### src/rtl/wb_fib_regbank.sv
`default_nettype none
// ============================================================================
// Module   : wb_fib_regbank
// Brief    : Wishbone classic register bank for NUM_CH Fibonacci channels
//            (CTRL, masked W1C IRQ, scratch FIFO, panic, channel read-back).
//            Optional feature macro: WB_FIB_SNAPSHOT_EN (CTRL[1] channel snapshot).
// Revision : 1.0
// ============================================================================
module wb_fib_regbank #(
    parameter logic [31:0] BASE_ADDRESS = 32'h30000000,
    parameter int          CLOCK_WIDTH  = 6,
    parameter int          NUM_CH       = 2,
    parameter int          CH_WIDTH     = 30,
    parameter int          FIFO_DEPTH   = 4
) (
    input  logic                         wb_clk_i,
    input  logic                         reset,
    input  logic                         wbs_stb_i,
    input  logic                         wbs_cyc_i,
    input  logic                         wbs_we_i,
    input  logic [3:0]                   wbs_sel_i,
    input  logic [31:0]                  wbs_adr_i,
    input  logic [31:0]                  wbs_dat_i,
    output logic                         wbs_ack_o,
    output logic [31:0]                  wbs_dat_o,
    input  logic [NUM_CH*CH_WIDTH-1:0]   ch_val_i,
    output logic                         switch,
    output logic [CLOCK_WIDTH-1:0]       clock_sel,
    output logic [2:0]                   irq
);
    localparam int            c_AW        = $clog2(FIFO_DEPTH);
    localparam logic [31:0]   c_ID        = 32'h4669626f;
    localparam logic [31:0]   c_PANIC_RST = 32'hf00df00d;
    localparam logic [c_AW:0] c_FULL      = (c_AW+1)'(FIFO_DEPTH);
    localparam logic [c_AW:0] c_ONE       = (c_AW+1)'(1);
    localparam logic [5:0]    c_IDX_ID    = 6'h00;
    localparam logic [5:0]    c_IDX_CTRL  = 6'h01;
    localparam logic [5:0]    c_IDX_MASK  = 6'h02;
    localparam logic [5:0]    c_IDX_STAT  = 6'h03;
    localparam logic [5:0]    c_IDX_FIFO  = 6'h04;
    localparam logic [5:0]    c_IDX_LVL   = 6'h05;
    localparam logic [5:0]    c_IDX_PANIC = 6'h06;

    logic [31:0]      w_off;
    logic [5:0]       w_idx;
    logic             w_req, w_wr, w_rd;
    logic [31:0]      w_bmask;
    logic [31:0]      w_ctrl_cur, w_ctrl_new, w_mask_new, w_panic_new;
    logic [31:0]      w_rdata;
    logic             w_wr_ctrl, w_wr_mask, w_push, w_pop, w_ovf_set, w_panic_set;
    logic [1:0]       w_w1c;
    logic [2:0]       w_stat;
    logic [c_AW:0]    w_count;
    logic             w_full, w_empty;
    logic             w_unused;
    logic [7:0][31:0] w_ch_live, w_ch;

    logic [2:0]       r_mask;
    logic [1:0]       r_sticky;   // {panic, overflow}
    logic [31:0]      r_panic;
    logic [c_AW:0]    r_wr_ptr, r_rd_ptr;
    logic [31:0]      r_mem [FIFO_DEPTH];

    assign w_off   = wbs_adr_i - BASE_ADDRESS;
    assign w_idx   = w_off[7:2];
    assign w_req   = wbs_stb_i & wbs_cyc_i & (w_off[31:8] == 24'h0) & ~wbs_ack_o;
    assign w_wr    = w_req & wbs_we_i;
    assign w_rd    = w_req & ~wbs_we_i;
    assign w_bmask = {{8{wbs_sel_i[3]}}, {8{wbs_sel_i[2]}}, {8{wbs_sel_i[1]}}, {8{wbs_sel_i[0]}}};

    always_comb begin
        w_ctrl_cur                      = 32'h0;
        w_ctrl_cur[0]                   = switch;
        w_ctrl_cur[8 +: CLOCK_WIDTH]    = clock_sel;
    end

    assign w_ctrl_new  = (w_ctrl_cur & ~w_bmask)         | (wbs_dat_i & w_bmask);
    assign w_mask_new  = ({29'h0, r_mask} & ~w_bmask)    | (wbs_dat_i & w_bmask);
    assign w_panic_new = (r_panic & ~w_bmask)            | (wbs_dat_i & w_bmask);
    assign w_unused    = &{1'b0, w_off[1:0], w_ctrl_new, w_mask_new};

    assign w_count = r_wr_ptr - r_rd_ptr;
    assign w_full  = (w_count == c_FULL);
    assign w_empty = (w_count == '0);
    assign w_stat  = {r_sticky, ~w_empty};

    assign w_wr_ctrl   = w_wr && (w_idx == c_IDX_CTRL);
    assign w_wr_mask   = w_wr && (w_idx == c_IDX_MASK);
    assign w_push      = w_wr && (w_idx == c_IDX_FIFO);
    assign w_pop       = w_rd && (w_idx == c_IDX_FIFO) && !w_empty;
    assign w_ovf_set   = w_push && w_full;
    assign w_panic_set = w_wr && (w_idx == c_IDX_PANIC);
    assign w_w1c       = (w_wr && (w_idx == c_IDX_STAT) && wbs_sel_i[0]) ? wbs_dat_i[2:1] : 2'b00;

    // Unimplemented channel slots read as zero so the read mux can index all eight.
    for (genvar gi = 0; gi < 8; gi++) begin : g_ch
        if (gi < NUM_CH) begin : g_live
            assign w_ch_live[gi] = 32'(ch_val_i[gi*CH_WIDTH +: CH_WIDTH]);
        end else begin : g_pad
            assign w_ch_live[gi] = 32'h0;
        end
    end

`ifdef WB_FIB_SNAPSHOT_EN
    logic [7:0][31:0] r_shadow;

    always_ff @(posedge wb_clk_i) begin
        if (reset)
            r_shadow <= '0;
        else if (w_wr_ctrl && wbs_sel_i[0] && wbs_dat_i[1])
            r_shadow <= w_ch_live;
    end

    assign w_ch = r_shadow;
`else
    assign w_ch = w_ch_live;
`endif

    always_comb begin
        w_rdata = 32'h0;
        case (w_idx)
            c_IDX_ID:    w_rdata = c_ID;
            c_IDX_CTRL:  w_rdata = w_ctrl_cur;
            c_IDX_MASK:  w_rdata = {29'h0, r_mask};
            c_IDX_STAT:  w_rdata = {29'h0, w_stat};
            c_IDX_FIFO:  w_rdata = w_empty ? 32'h0 : r_mem[r_rd_ptr[c_AW-1:0]];
            c_IDX_LVL:   w_rdata = 32'(w_count);
            c_IDX_PANIC: w_rdata = r_panic;
            default: begin
                if (w_idx[5:3] == 3'b001)
                    w_rdata = w_ch[w_idx[2:0]];
            end
        endcase
    end

    always_ff @(posedge wb_clk_i) begin
        if (reset) begin
            wbs_ack_o <= 1'b0;
            wbs_dat_o <= 32'h0;
            switch    <= 1'b1;
            clock_sel <= CLOCK_WIDTH'(1);
            irq       <= 3'b000;
            r_mask    <= 3'b000;
            r_sticky  <= 2'b00;
            r_panic   <= c_PANIC_RST;
            r_wr_ptr  <= '0;
            r_rd_ptr  <= '0;
        end else begin
            wbs_ack_o <= w_req;
            wbs_dat_o <= w_rd ? w_rdata : 32'h0;
            if (w_wr_ctrl) begin
                switch    <= w_ctrl_new[0];
                clock_sel <= w_ctrl_new[8 +: CLOCK_WIDTH];
            end
            if (w_wr_mask)
                r_mask <= w_mask_new[2:0];
            // Hardware set wins over a simultaneous W1C clear.
            r_sticky <= (r_sticky & ~w_w1c) | {w_panic_set, w_ovf_set};
            if (w_panic_set)
                r_panic <= w_panic_new;
            if (w_push && !w_full)
                r_wr_ptr <= r_wr_ptr + c_ONE;
            if (w_pop)
                r_rd_ptr <= r_rd_ptr + c_ONE;
            irq <= w_stat & r_mask;
        end
    end

    always_ff @(posedge wb_clk_i) begin
        if (!reset && w_push && !w_full)
            r_mem[r_wr_ptr[c_AW-1:0]] <= wbs_dat_i;
    end

endmodule
`default_nettype wire
### config.mk
export PLATFORM = sky130hd
export DESIGN_NAME = wb_fib_regbank
export DESIGN_NICKNAME = d
export VERILOG_FILES = /design/src/rtl/wb_fib_regbank.sv
export SDC_FILE = /design/constraint.sdc
export NUM_CORES = 1
export LEC_CHECK = 0
export CELL_PAD_IN_SITES_DETAIL_PLACEMENT = 1
export CELL_PAD_IN_SITES_GLOBAL_PLACEMENT = 1
export CORE_ASPECT_RATIO = 1.5
export CORE_UTILIZATION = 38
export DETAILED_ROUTE_END_ITERATION = 10
export PLACE_DENSITY = 0.81
export SLEW_MARGIN = 15
export SYNTH_ARGS = -nofsm -noshare
export SYNTH_HDL_FRONTEND = slang
export SYNTH_SLANG_ARGS = --single-unit
### constraint.sdc
create_clock -name wb_clk_i -period 3.34 [get_ports wb_clk_i]
set_input_delay 0.835 -clock wb_clk_i [delete_from_list [all_inputs] [get_ports wb_clk_i]]
set_output_delay 0.835 -clock wb_clk_i [all_outputs]
set_load 0.02 [all_outputs]
==> reports/results.ini, run 1 <==
[yosys]
synth_top_area_frac = 0.4365
ys_ff_latch = 216
synth_warnings = 0
synth_edf_count = 128
ys_types = 57
syn_area_mm2 = 0.008805
synth_top_cell_by_area = edfxtp_1
avgSynthCellArea_um2 = 14.58
synth_area_leaders = edfxtp_1, dfxtp_1, mux4_2
syn_inst = 604
synthArstFlopShare = 0
synth-seq-area-share = 0.6366
synth_ff_type = edfxtp_1
synth_nets = 745

[critical_path]
timing.rr.end = r_mem[1][15]
cp_num_buf_inv = 3
crit_required_ps = 3540
criticalPathCategory = in -> reg
path_cells = clkdlybuf4s50_1 > nor4_1 > nand4_1 > or2_2 > nor4b_2 > buf_4 > and2_2 > buf_12
end_kind = flop
crit_path_start_kind = input pin
arrival_ps = 3100
critical-path-top-delay-family = simple AND/OR/NAND/NOR gates
slowest_delay_ps = 440
slowest_stage = clkdlybuf4s50_1
r2r_start = r_wr_ptr[0]
rr_worst_depth = 10
path_max_fanout = 18
reg2reg_slack_ps = 510

[placed_design]
dp.cells = 1060
globalplace.congestion = 0.8054
hpwlAfterDp_mm = 17.79
portBuffers = 173

[pwr]
pwr_density_cell_mw_per_mm2 = 450.3
ir_drop_mv = 0.4084
total_leakage_power_nw = 3.902

[worst_hold_path]
hold_class = reg -> reg
worstHoldPathCells = 2
hold_end = wbs_dat_o[14]

[clocking]
htreeDepth = 1
cts_num_sinks = 216
cts_tree = built
hold_buffers = 0
ctsResizeCount = 0
postCtsSetupBuffers = 0
numCtsBuffers = 21
clk_pin_slew_ps = 60
cts_root_buf = clkbuf_16
clock_latency_ps = 500
clockBufferDepth = 3

[cells_and_area]
areaGrowthSynthToFinish_pct = 35.33
drive_above_1_share = 0.1740
stdcell_count = 1100
final_nets = 948
final_util = 0.5284
n_fill_cell = 2219

[timing]
slew_violations = 0
rsz0062_at_grt = false
worst_pin_slew_ps = 823.6
skew_ps = 15.82
setup_viol = 0
hold_viol_final = 0
timing.fmax_ghz = 0.3450
period_share = 0.8678
timing.final.crit_period_ps = 2898
max_slew_margin = 0.4509

[drt]
wl_per_cell_um = 23.43
routed_wl_mm = 25.78
vias = 6147
drc = 0
initialDrtViolationCount = 377
drt_first_pass_iters = 4
via_per_inst = 5.588
ant_nets = 0

[run_status]
status = finished clean

[global_route]
grt-ovfl-total = 0
grt_pass1_wl_mm = 39.82
grt_pass1_vias = 6891
grt_usage = 0.2223
antenna_found_initial = 2
grt_max_degree = 57

[floorplan]
die_h_um = 188.4
rows = 67
core_area_mm2 = 0.02255
pin_count = 176
start_util = 0.3904
dieWidth_um = 126.3
die_area_mm2 = 0.02380

[run]
cap_violations = 0

## cell families (layout without fill, tap and decap cells)
family                     Yosys count  count (layout)  share of synthesized area
AOI/OAI and AO/OA                   94              94                    0.08057
xor gates and xnor gates             3               3                   0.004548
adders and majority gates            8               8                    0.01222
buffers and inverters               44             262                    0.02217
DFF                                216             216                     0.6366
muxes                               93              93                     0.1529
other                                0               2                          0
and+or+nand+nor                    146             146                    0.09095
## layout by cell type (no fill, tap or decap), drive strengths merged, types with 21 or more instances in the layout
cell type,instances
clkdlybuf4s50,171
edfxtp,128
clkbuf,28
nor2,50
a21oi,21
nand2,26
dfxtp,88
mux4,32
buf,47
mux2i,49
## layout make-up
type                       count  area (um2)  area share
tap                          276       345.3     0.02898
sequential                   216        5608      0.4706
inverter                       6       22.52    0.001890
antenna                        2       5.005   0.0004200
clock buffer                  28       571.8     0.04799
timing repair buffer         218        2235      0.1875
multi-input combinational    344        3050      0.2560
clock inverter                10       77.57    0.006511
## metal layers
metal / vias to the layer above / track usage / part of all wire
met5: - / 0 / 0
met4: 0 / 0.1024 / 0.036
met3: 54 / 0.02868 / 0.044
met2: 200 / 0.4216 / 0.55
met1: 3133 / 0.2429 / 0.37
li1: 2760 / - / -
## where the power goes
| group | internal (mW) | leakage, nW | switching [mW] | total (mW) |
|---|---|---|---|---|
| sequential | 2.81 | 1.86 | 0.000000000195 | 2.81 |
| combinational | 0.174 | 1.72 | 0.115 | 0.289 |
| clock | 1.29 | 0.320 | 0.977 | 2.26 |
| total | 4.27 | 3.90 | 1.09 | 5.37 |
## synth_stat cells, types with 2 or more instances
library cell    n
inv_1           6
nor4b_2         3
a222oi_1        2
a21o_1          2
and3_1          2
nor2_1         50
mux4_2         32
nor2b_1        16
a211o_1        15
nand3b_1        4
nand3_1         5
nor4_1         11
clkbuf_1       16
o31ai_1         2
buf_2          18
o22ai_1        11
a21oi_1        21
a22oi_1        13
mux2i_1        49
ha_1            7
a221o_1         2
edfxtp_1      128
buf_1           3
xnor2_1         2
nor3_1          3
o22ai_2         3
and2_1          4
a221oi_1       16
nand2_1        26
mux2_2         12
dfxtp_1        88
nor4_2          2
nand2b_1        3
nand4_1         4
## worst register-to-register path: stages (launching register included)
cell and delay (ps):
dfxtp_1 350, inv_1 140, ha_1 170, inv_1 50, fa_1 380, xnor3_1 270, and3_1 280, nor4b_2 280
buf_4 190, and2_2 220, buf_12 190
## stage by stage
stage	power, mW	cell area [um2]	setup slack, ps	TNS, ps	hold slack, ps
2_1_floorplan	2.943	8805	19.64	0	421.3
3_3_place_gp	3.156	11260	-0.4587	-1.289	443.4
3_5_place_dp	3.162	11260	-79.33	-7839	443.4
4_1_cts	5.414	11910	403.7	0	461.4
5_1_grt	5.513	11910	353.6	0	487.8
6_report	5.366	11920	441.6	0	457.2
## worst max path at each step
stage	startpoint	endpoint	slack [ps]	cells past startpoint
floorplan	wbs_adr_i[8]	r_mem[2][0]	20	6
global placement	wbs_cyc_i	r_mem[3][27]	-0.5	8
detailed placement	wbs_adr_i[8]	r_mem[1][3]	-80	8
CTS	wbs_adr_i[8]	r_mem[1][15]	400	8
global route	wbs_adr_i[8]	r_mem[1][15]	350	8
finish	wbs_adr_i[8]	r_mem[1][15]	440	8
No activity file was read; power rests on OpenSTA's default activity.
==> run 2: changes to the inputs <==
--- a/config.mk
+++ b/config.mk
@@ -11,7 +11,6 @@
 export CORE_UTILIZATION = 38
 export DETAILED_ROUTE_END_ITERATION = 10
 export PLACE_DENSITY = 0.81
-export SLEW_MARGIN = 15
 export SYNTH_ARGS = -nofsm -noshare
 export SYNTH_HDL_FRONTEND = slang
 export SYNTH_SLANG_ARGS = --single-unit
==> results of run 2 <==
No change in the layout: final DEF, timing and power equal those of run 1.
